[config.mk]
export PLATFORM = sky130hd
export DESIGN_NAME = msgpass_mch_addr_gen
export DESIGN_NICKNAME = d
export VERILOG_FILES = /design/src/rtl/memShare_config_pkg.sv /design/src/rtl/msgPass_config_pkg.sv /design/src/rtl/msgpass_offset_cnt.sv /design/src/rtl/msgpass_mch_addr_gen.sv
export SDC_FILE = /design/constraint.sdc
export NUM_CORES = 1
export LEC_CHECK = 0
export CAP_MARGIN = 0
export CORE_AREA = 2 2 118 120
export DETAILED_ROUTE_END_ITERATION = 12
export DIE_AREA = 0 0 120 122
export PLACE_DENSITY_LB_ADDON = 0.05
export SKIP_LAST_GASP = 1
export SLEW_MARGIN = 20
export SYNTH_ARGS = -nofsm -noshare
export SYNTH_HDL_FRONTEND = slang
export SYNTH_SLANG_ARGS = --single-unit
export TNS_END_PERCENT = 50
[constraint.sdc]
create_clock -name sys_clk -period 5 [get_ports sys_clk]
set_input_delay 0.5 -clock sys_clk [delete_from_list [all_inputs] [get_ports sys_clk]]
set_output_delay 0.5 -clock sys_clk [all_outputs]
set_load 0.03 [all_outputs]
[src/rtl/memShare_config_pkg.sv]
// Shared-memory configuration constants reused by the message-pass blocks.
package memShare_config_pkg;
    localparam int DRC_INC_BIT  = 1;  // take external next-offset operand
    localparam int DRC_HOLD_BIT = 0;  // keep current offset
endpackage

[src/rtl/msgPass_config_pkg.sv]
// Message-pass defaults and the address generator state encoding.
package msgPass_config_pkg;
    localparam int MP_CH_NUM     = 4;
    localparam int MP_ADDR_WIDTH = 10;
    localparam int MP_INC_WIDTH  = 8;
    localparam int MP_DRC_NUM    = 2;

    typedef enum logic [1:0] {
        ST_IDLE = 2'd0,
        ST_RUN  = 2'd1,
        ST_DONE = 2'd2
    } mp_state_e;
endpackage

[src/rtl/msgpass_offset_cnt.sv]
// Shared offset sequence, transfer counter and latched burst length.
module msgpass_offset_cnt
    import memShare_config_pkg::*;
#(
    parameter int INC_WIDTH = 8,
    parameter int DRC_NUM   = 2
) (
    input  logic                 sys_clk,
    input  logic                 rst,
    input  logic                 load_i,
    input  logic [INC_WIDTH-1:0] len_i,
    input  logic                 xfer_i,
    input  logic [DRC_NUM-1:0]   is_drc_i,
    input  logic [INC_WIDTH-1:0] drc_inc_i,
    output logic [INC_WIDTH-1:0] offset_d_o,
    output logic                 last_o
);
    logic [INC_WIDTH-1:0] offset_q, cnt_q, len_q;

    // Next offset is exported so the parent can register addresses without an extra cycle.
    always_comb begin
        offset_d_o = offset_q;
        if (load_i)
            offset_d_o = '0;
        else if (xfer_i) begin
            if (is_drc_i[DRC_INC_BIT])
                offset_d_o = drc_inc_i;
            else if (!is_drc_i[DRC_HOLD_BIT])
                offset_d_o = offset_q + INC_WIDTH'(1);
        end
    end

    always_ff @(posedge sys_clk or posedge rst) begin
        if (rst) begin
            offset_q <= '0;
            cnt_q    <= '0;
            len_q    <= '0;
        end else begin
            offset_q <= offset_d_o;
            if (load_i) begin
                cnt_q <= '0;
                len_q <= len_i;
            end else if (xfer_i)
                cnt_q <= cnt_q + INC_WIDTH'(1);
        end
    end

    assign last_o = (cnt_q == len_q - INC_WIDTH'(1));
endmodule

[src/rtl/msgpass_mch_addr_gen.sv]
// Multi-channel read address generator: per-channel base plus one shared offset sequence.
module msgpass_mch_addr_gen
    import msgPass_config_pkg::*;
#(
    parameter int CH_NUM     = MP_CH_NUM,
    parameter int ADDR_WIDTH = MP_ADDR_WIDTH,
    parameter int INC_WIDTH  = MP_INC_WIDTH,
    parameter int DRC_NUM    = MP_DRC_NUM
) (
    input  logic                         sys_clk,
    input  logic                         rst,
    input  logic                         start_i,
    input  logic [INC_WIDTH-1:0]         len_i,
    input  logic [CH_NUM-1:0]            base_wr_en_i,
    input  logic [ADDR_WIDTH-1:0]        base_wr_data_i,
    input  logic [DRC_NUM-1:0]           is_drc_i,
    input  logic [INC_WIDTH-1:0]         drc_inc_i,
    input  logic                         addr_ready_i,
    output logic [CH_NUM*ADDR_WIDTH-1:0] addr_o,
    output logic                         addr_valid_o,
    output logic                         busy_o,
    output logic                         done_o
);
    if (ADDR_WIDTH < INC_WIDTH) begin : g_width_chk
        $error("msgpass_mch_addr_gen: ADDR_WIDTH must be >= INC_WIDTH");
    end

    mp_state_e                             state_q;
    logic [CH_NUM-1:0][ADDR_WIDTH-1:0]     base_q, base_d, addr_q, addr_sum;
    logic [INC_WIDTH-1:0]                  off_nxt;
    logic                                  valid_q, busy_q, done_q;
    logic                                  start_ok, xfer, last;

    assign start_ok = (state_q == ST_IDLE) && start_i && (len_i != '0);
    assign xfer     = (state_q == ST_RUN) && addr_ready_i;

    msgpass_offset_cnt #(
        .INC_WIDTH (INC_WIDTH),
        .DRC_NUM   (DRC_NUM)
    ) u_offset_cnt (
        .sys_clk    (sys_clk),
        .rst        (rst),
        .load_i     (start_ok),
        .len_i      (len_i),
        .xfer_i     (xfer),
        .is_drc_i   (is_drc_i),
        .drc_inc_i  (drc_inc_i),
        .offset_d_o (off_nxt),
        .last_o     (last)
    );

    // Base writes bypass into the sum so a same-cycle start sees the new base.
    for (genvar c = 0; c < CH_NUM; c++) begin : g_ch
        assign base_d[c]   = ((state_q == ST_IDLE) && base_wr_en_i[c]) ? base_wr_data_i : base_q[c];
        assign addr_sum[c] = base_d[c] + ADDR_WIDTH'(off_nxt);
    end

    always_ff @(posedge sys_clk or posedge rst) begin
        if (rst) begin
            state_q <= ST_IDLE;
            base_q  <= '0;
            addr_q  <= '0;
            valid_q <= 1'b0;
            busy_q  <= 1'b0;
            done_q  <= 1'b0;
        end else begin
            base_q <= base_d;
            case (state_q)
                ST_IDLE: if (start_ok) begin
                    state_q <= ST_RUN;
                    valid_q <= 1'b1;
                    busy_q  <= 1'b1;
                    addr_q  <= addr_sum;
                end
                ST_RUN: if (xfer) begin
                    if (last) begin
                        state_q <= ST_DONE;
                        valid_q <= 1'b0;
                        done_q  <= 1'b1;
                        addr_q  <= '0;
                    end else
                        addr_q <= addr_sum;
                end
                ST_DONE: begin
                    state_q <= ST_IDLE;
                    done_q  <= 1'b0;
                    busy_q  <= 1'b0;
                end
                default: state_q <= ST_IDLE;
            endcase
        end
    end

    assign addr_o       = addr_q;
    assign addr_valid_o = valid_q;
    assign busy_o       = busy_q;
    assign done_o       = done_q;
endmodule

# Yosys cells after proc, flatten, opt, wreduce, memory -nomap -nowiden
# Cells that the tools add are included.
# W data, S select, Z words.
[word_totals]
reg_bits = 109
[classes]
add_sub_neg = 7
n_eq_ne = 6
n_mux = 26
n_reduce_logical = 18
[ops]
columns = ["cell", "count"]
rows = [
  ["$mux W40", 3],
  ["$pmux W40 S2", 1],
  ["$mux W8", 6],
  ["$add A10 B8 Y10", 4],
  ["$mux W10", 4],
  ["$add A8 B1 Y8 const B", 2],
  ["$reduce_and A3 Y1", 3],
  ["$eq A8 B8 Y1", 1],
  ["$reduce_bool A2 Y1", 4],
  ["$reduce_bool A8 Y1", 1],
  ["$sub A8 B1 Y8 const B", 1],
  ["$logic_and A1 B1 Y1", 7],
  ["$mux W2", 3],
  ["$pmux W1 S2", 3],
  ["$mux W1", 5],
  ["$ne A2 B2 Y1 const B", 2],
  ["$pmux W2 S2", 1],
  ["$reduce_and A4 Y1", 1],
  ["$eq A2 B1 Y1 const B", 1],
  ["$eq A2 B2 Y1 const B", 1],
  ["$logic_not A2 Y1", 1],
  ["$ne A2 B1 Y1 const B", 1],
  ["$reduce_and A2 Y1", 1],
]

# Logic depth before layout (Yosys ltp)
[logic_depth]
ltp_word = 9
ltp_mapped = 16
ltp_nobuf = 16

# Hierarchy
# A second synthesis with hierarchy kept.
[hier_totals]
hier_cells = 566
hier_area_um2 = 5990.7
[modules_own_cells]
columns = ["mod", "n_inst", "cells_each", "area_per_inst_um2"]
rows = [
  ["msgpass_mch_addr_gen", 1, 415, 4584.4],
  ["msgpass_offset_cnt", 1, 151, 1406.3],
]

# Worst setup path before layout
# OpenSTA, ideal clock, no wires.
[synth_timing]
path_kind = "input-to-reg"
from = "input len_i[1]"
to = "register addr_q, in the netlist addr_o[29]"
setup_time_ps = 122
arrival_time_ps = 3998
t_required_ps = 4878
slack_ps = 881
cell_stages = 14
path_buffers = 2
path_cell_list = "nor4_1 a2111oi_4 clkbuf_1 clkbuf_1 nor2_1 ha_1 a21o_1 a21oi_1 nor2_1 a221oi_2 o21ai_1 a21o_1 a21o_1 a32o_1"
[synth_via]
elab_chain_len = 7
elab_cells_between_ends = 10
classes_between = "add/sub (1); eq/ne (1); mux (5); reduce/logical (3)"
[synth_rtl]
columns = ["item", "line_no", "text"]
rows = [
  ["from (decl)", "msgpass_mch_addr_gen.sv:13", "input logic [INC_WIDTH-1:0] len_i,"],
  ["$reduce_bool A8 Y1 (*)", "msgpass_mch_addr_gen.sv:34", "assign start_ok = (state_q == ST_IDLE) && start_i && (len_i != '0);"],
  ["$logic_and A1 B1 Y1 (*)", "msgpass_mch_addr_gen.sv:34", ""],
  ["$mux W8 (*)", "msgpass_offset_cnt.sv:23", "if (load_i)"],
  ["net off_nxt[1]", "msgpass_mch_addr_gen.sv:30", "logic [INC_WIDTH-1:0] off_nxt;"],
  ["$add A10 B8 Y10 (*)", "msgpass_mch_addr_gen.sv:55", "assign addr_sum[c] = base_d[c] + ADDR_WIDTH'(off_nxt);"],
  ["$mux W40", "msgpass_mch_addr_gen.sv:76", "if (last) begin"],
  ["$mux W40", "msgpass_mch_addr_gen.sv:75", "ST_RUN: if (xfer) begin"],
  ["$pmux W40 S2 (*)", "msgpass_mch_addr_gen.sv:68", "case (state_q)"],
  ["to (signal assigned)", "msgpass_mch_addr_gen.sv:73", "addr_q <= addr_sum;"],
  ["to (signal assigned)", "msgpass_mch_addr_gen.sv:82", "addr_q <= addr_sum;"],
  ["to (decl)", "msgpass_mch_addr_gen.sv:29", "logic [CH_NUM-1:0][ADDR_WIDTH-1:0] base_q, base_d, addr_q, addr_sum;"],
]
# The timed path passes the listed nets; every way through them passes the cells marked *. The select of a mux whose other input is x is not followed.
# A chain may end at the register's enable or synchronous reset.

# Worst setup path in the final report
[layout_timing]
from = "input addr_ready_i"
to = "register addr_q, in the netlist addr_o[28]"
[layout_via]
elab_chain_len = 7
elab_cells_between_ends = 10
classes_between = "add/sub (1); eq/ne (1); mux (6); reduce/logical (2)"
[layout_rtl]
columns = ["item", "line_no", "text"]
rows = [
  ["from (decl)", "msgpass_mch_addr_gen.sv:18", "input logic addr_ready_i,"],
  ["$logic_and A1 B1 Y1 (*)", "msgpass_mch_addr_gen.sv:35", "assign xfer = (state_q == ST_RUN) && addr_ready_i;"],
  ["$mux W8 (*)", "msgpass_offset_cnt.sv:25", "else if (xfer_i) begin"],
  ["$mux W8 (*)", "msgpass_offset_cnt.sv:23", ""],
  ["net off_nxt[0]", "msgpass_mch_addr_gen.sv:30", ""],
  ["$add A10 B8 Y10 (*)", "msgpass_mch_addr_gen.sv:55", ""],
  ["$mux W40", "msgpass_mch_addr_gen.sv:76", ""],
  ["$mux W40", "msgpass_mch_addr_gen.sv:75", ""],
  ["$pmux W40 S2 (*)", "msgpass_mch_addr_gen.sv:68", ""],
]
# Marks and branches as above.

==> impl_metrics.tcl <==
set metrics [dict create \
    die_h_um 122 \
    r2r-end "addr_o[28]" \
    drv_cap 0 \
    timing.fmax_ghz 0.254 \
    hold_violations 0 \
    synthCells 503 \
    post_cts_buffers 0 \
    io_pins 79 \
    postSynth.asyncResetShare 1.00 \
    drc 0 \
    vias_per_cell 5.36 \
    stdcell_count 772 \
    root_buffer "clkbuf_16" \
    port_buffers 78 \
    path_class "in2reg" \
    drtPass1Iterations 5 \
    fin_ws_ns 1.06 \
    netSwitchingFraction 0.414 \
    skew_ns 0.00587 \
    dieArea_um2 14600 \
    status "finished clean" \
    synth_fp_nets 574 \
    holdBufCountCts 0 \
    critPathCaptureType "flop" \
    final_cell_mix "109 x dfrtp_1, 78 x clkdlybuf4s50_1, 44 x mux2_2" \
    cellLeakagePower_nw 3.13 \
    max_slew_margin 0.518 \
    first_iter_violations 215 \
    layout.nets 658 \
    rows 43 \
    detail_route.wl_per_cell_um 18.6 \
    grt_pass1_wl_mm 23.2 \
    htree_levels 3 \
    grt_overflow 0 \
    drv_slew 0 \
    core_um2 13500 \
    clkPwrFrac 0.138 \
    cts_sinks 109 \
    internal_power_w 0.00345 \
    ys_ff_latch 109 \
    worstPathArrival_ns 4.19 \
    cts.path.max_buffers 2 \
    p_sw_w 0.00243 \
    whs_ns 0.480 \
    avgSynthCellArea_um2 11.7 \
    rsz0062_at_grt "no" \
    dp_worst_setup_slack_ns 0.722 \
    grt_max_degree 80 \
    critPathMaxStageDelay_ns 0.48 \
    ir_worst_vdd_mv 0.324 \
    syn-cell-area_um2 5900 \
    p_total_w 0.00588 \
    cts.reportedPaths.clkPinSlew_ns 0.07 \
    layout_commonest_cell "dfrtp_1" \
    num_vias 4135 \
    die_w_um 120 \
    ys.flop_type "dfrtp_1" \
    reg2reg_from "state_q[1]" \
    whs_endpoint "busy_o" \
    required_ns 5.25 \
    hp-start "busy_o" \
    fin_crit_sh 0.789 \
    place_inst 756 \
    cts_buffers 9 \
    setup_viol 0 \
    start_util 0.437 \
    synth-seq-area-share 0.462 \
    cts_resized 0 \
    antenna_found_initial 0 \
    grt_pass1_vias 4208 \
    clock_latency_ns 0.36 \
    r2r_slack_ns 1.06 \
    final.setup.tns_ns 0 \
    fillers 1154 \
    comb_power_share 0.595 \
    grt.total_usage 0.209 \
    area_growth_pct 22.8 \
    drive_above_1_share 0.167 \
    path_cells "clkdlybuf4s50_1 -> nand3b_1 -> nor3_1 -> a21oi_1 -> nor2_1 -> a221oi_1 -> nor2_1 -> ha_1 -> fa_1 -> a21oi_1 -> inv_1 -> o2111a_2 -> a2111oi_4 -> o2bb2ai_2 -> xnor2_1 -> a22o_1" \
    rr_worst_depth 15 \
    powerDensity_nw_per_um2 811 \
    drt_wl_total_mm 14.3 \
    tightestPinTransition_ns 0.723 \
    cts_tree "done" \
    ys_warn_count 0 \
    critPathLaunchType "input pin" \
    hold_depth 1 \
    path_max_fanout 9 \
    gp_routability_congestion 0.846 \
    ant_nets 0 \
    hpwl_mm 10.1 \
    antenna_cells 0 \
    ys_types 55 \
    synth-edff-count 0 \
    critPathSlowestCell "clkdlybuf4s50_1" \
    period_minus_slack_ns 3.94 \
    seq_power_share 0.267 \
    worstHoldPathType "reg2reg" \
]
## through the flow
stage	cell area, um2	util
floorplan	5900	-
global route	7250	0.537
finish	7250	0.537
detailed placement	6900	0.511
CTS	7240	0.536
global placement	6900	0.511
## worst max-delay path: cells and delay by family
kind | cells | cell delay (ns)
xor gates and xnor gates | 1 | 0.08
buffers and inverters | 2 | 0.57
AOI/OAI and AO/OA | 7 | 1.62
and+or+nand+nor | 4 | 0.71
adders and majority gates | 2 | 0.70
## cell usage after synthesis, types with 2 or more instances
library cell	count	area share
o21ai_1	4	0.0034
nand3b_1	2	0.0025
mux2i_1	4	0.0068
buf_6	7	0.013
o21ai_0	11	0.0093
maj3_2	3	0.0057
xnor2_1	35	0.052
nor3_1	7	0.0059
a21o_1	14	0.018
fa_1	4	0.014
dfrtp_1	109	0.46
nor2_1	27	0.017
a31o_2	2	0.0030
o22ai_1	2	0.0021
xor2_1	19	0.028
mux2_2	44	0.084
clkbuf_1	12	0.0076
inv_1	14	0.0089
nand2_1	24	0.015
a2111oi_4	2	0.0093
buf_2	2	0.0017
o31ai_1	3	0.0038
nand3_1	11	0.0093
a221oi_1	5	0.0074
a22o_1	39	0.058
a21oi_1	23	0.020
nor2b_1	5	0.0053
nand4_1	3	0.0032
nor4_1	3	0.0032
a211oi_1	4	0.0051
ha_1	31	0.066
nor3b_1	3	0.0038
a31oi_2	3	0.0064
## logic make-up after synthesis
logic type / Yosys count / synth area share
AOI/OAI and AO/OA: 122 / 0.166
DFF: 109 / 0.462
and+or+nand+nor: 93 / 0.0766
xor gates and xnor gates: 54 / 0.0802
muxes: 49 / 0.0946
adders and majority gates: 39 / 0.0867
buffers and inverters: 37 / 0.0335
## routing by layer
layer  global-route usage  vias to the layer above  routed length [um]
li1                     -                     1999                   -
met2                0.327                       79                6590
met5                    0                        -                   0
met1                0.302                     2042                7070
met4               0.0743                        0                 249
met3               0.0243                       15                 424
## power groups by stage
stage                     clock network (W)  registers [W]  logic, W
final                              0.000809        0.00157   0.00350
after global routing               0.000873        0.00163   0.00384
after CTS                          0.000835        0.00157   0.00353
after detailed placement                  0        0.00158   0.00350
after global placement                    0        0.00157   0.00347
after floorplan                           0        0.00185   0.00226
## worst max-delay path by stage
| stage | endpoint | slack [ns] | cells past startpoint | start |
|---|---|---|---|---|
| floorplan | addr_o[29] | 0.88 | 14 | len_i[1] |
| global placement | addr_o[28] | 0.69 | 16 | addr_ready_i |
| detailed placement | addr_o[28] | 0.72 | 16 | addr_ready_i |
| CTS | addr_o[28] | 1.05 | 15 | state_q[1] |
| global route | addr_o[28] | 0.78 | 15 | state_q[1] |
| finish | addr_o[28] | 1.06 | 16 | addr_ready_i |
## area by class of cell
cell class / instances / area (um2) / share of cell area
clock buffers: 12 / 267 / 0.0368
clock inverters: 4 / 76.3 / 0.0105
inverters: 15 / 61.3 / 0.00846
multi-input cells: 357 / 2980 / 0.411
flip-flops and latches: 109 / 2730 / 0.376
well taps: 180 / 225 / 0.0311
repair buffers: 95 / 908 / 0.125
## registers in the layout, indices dropped and copies added (netlist names)
name / flops
busy_o: 1
u_offset_cnt.offset_q: 8
base_q: 40
state_q: 2
u_offset_cnt.cnt_q: 8
addr_o: 40
addr_valid_o: 1
u_offset_cnt.len_q: 8
done_o: 1
(Power assumes the default switching activity.)
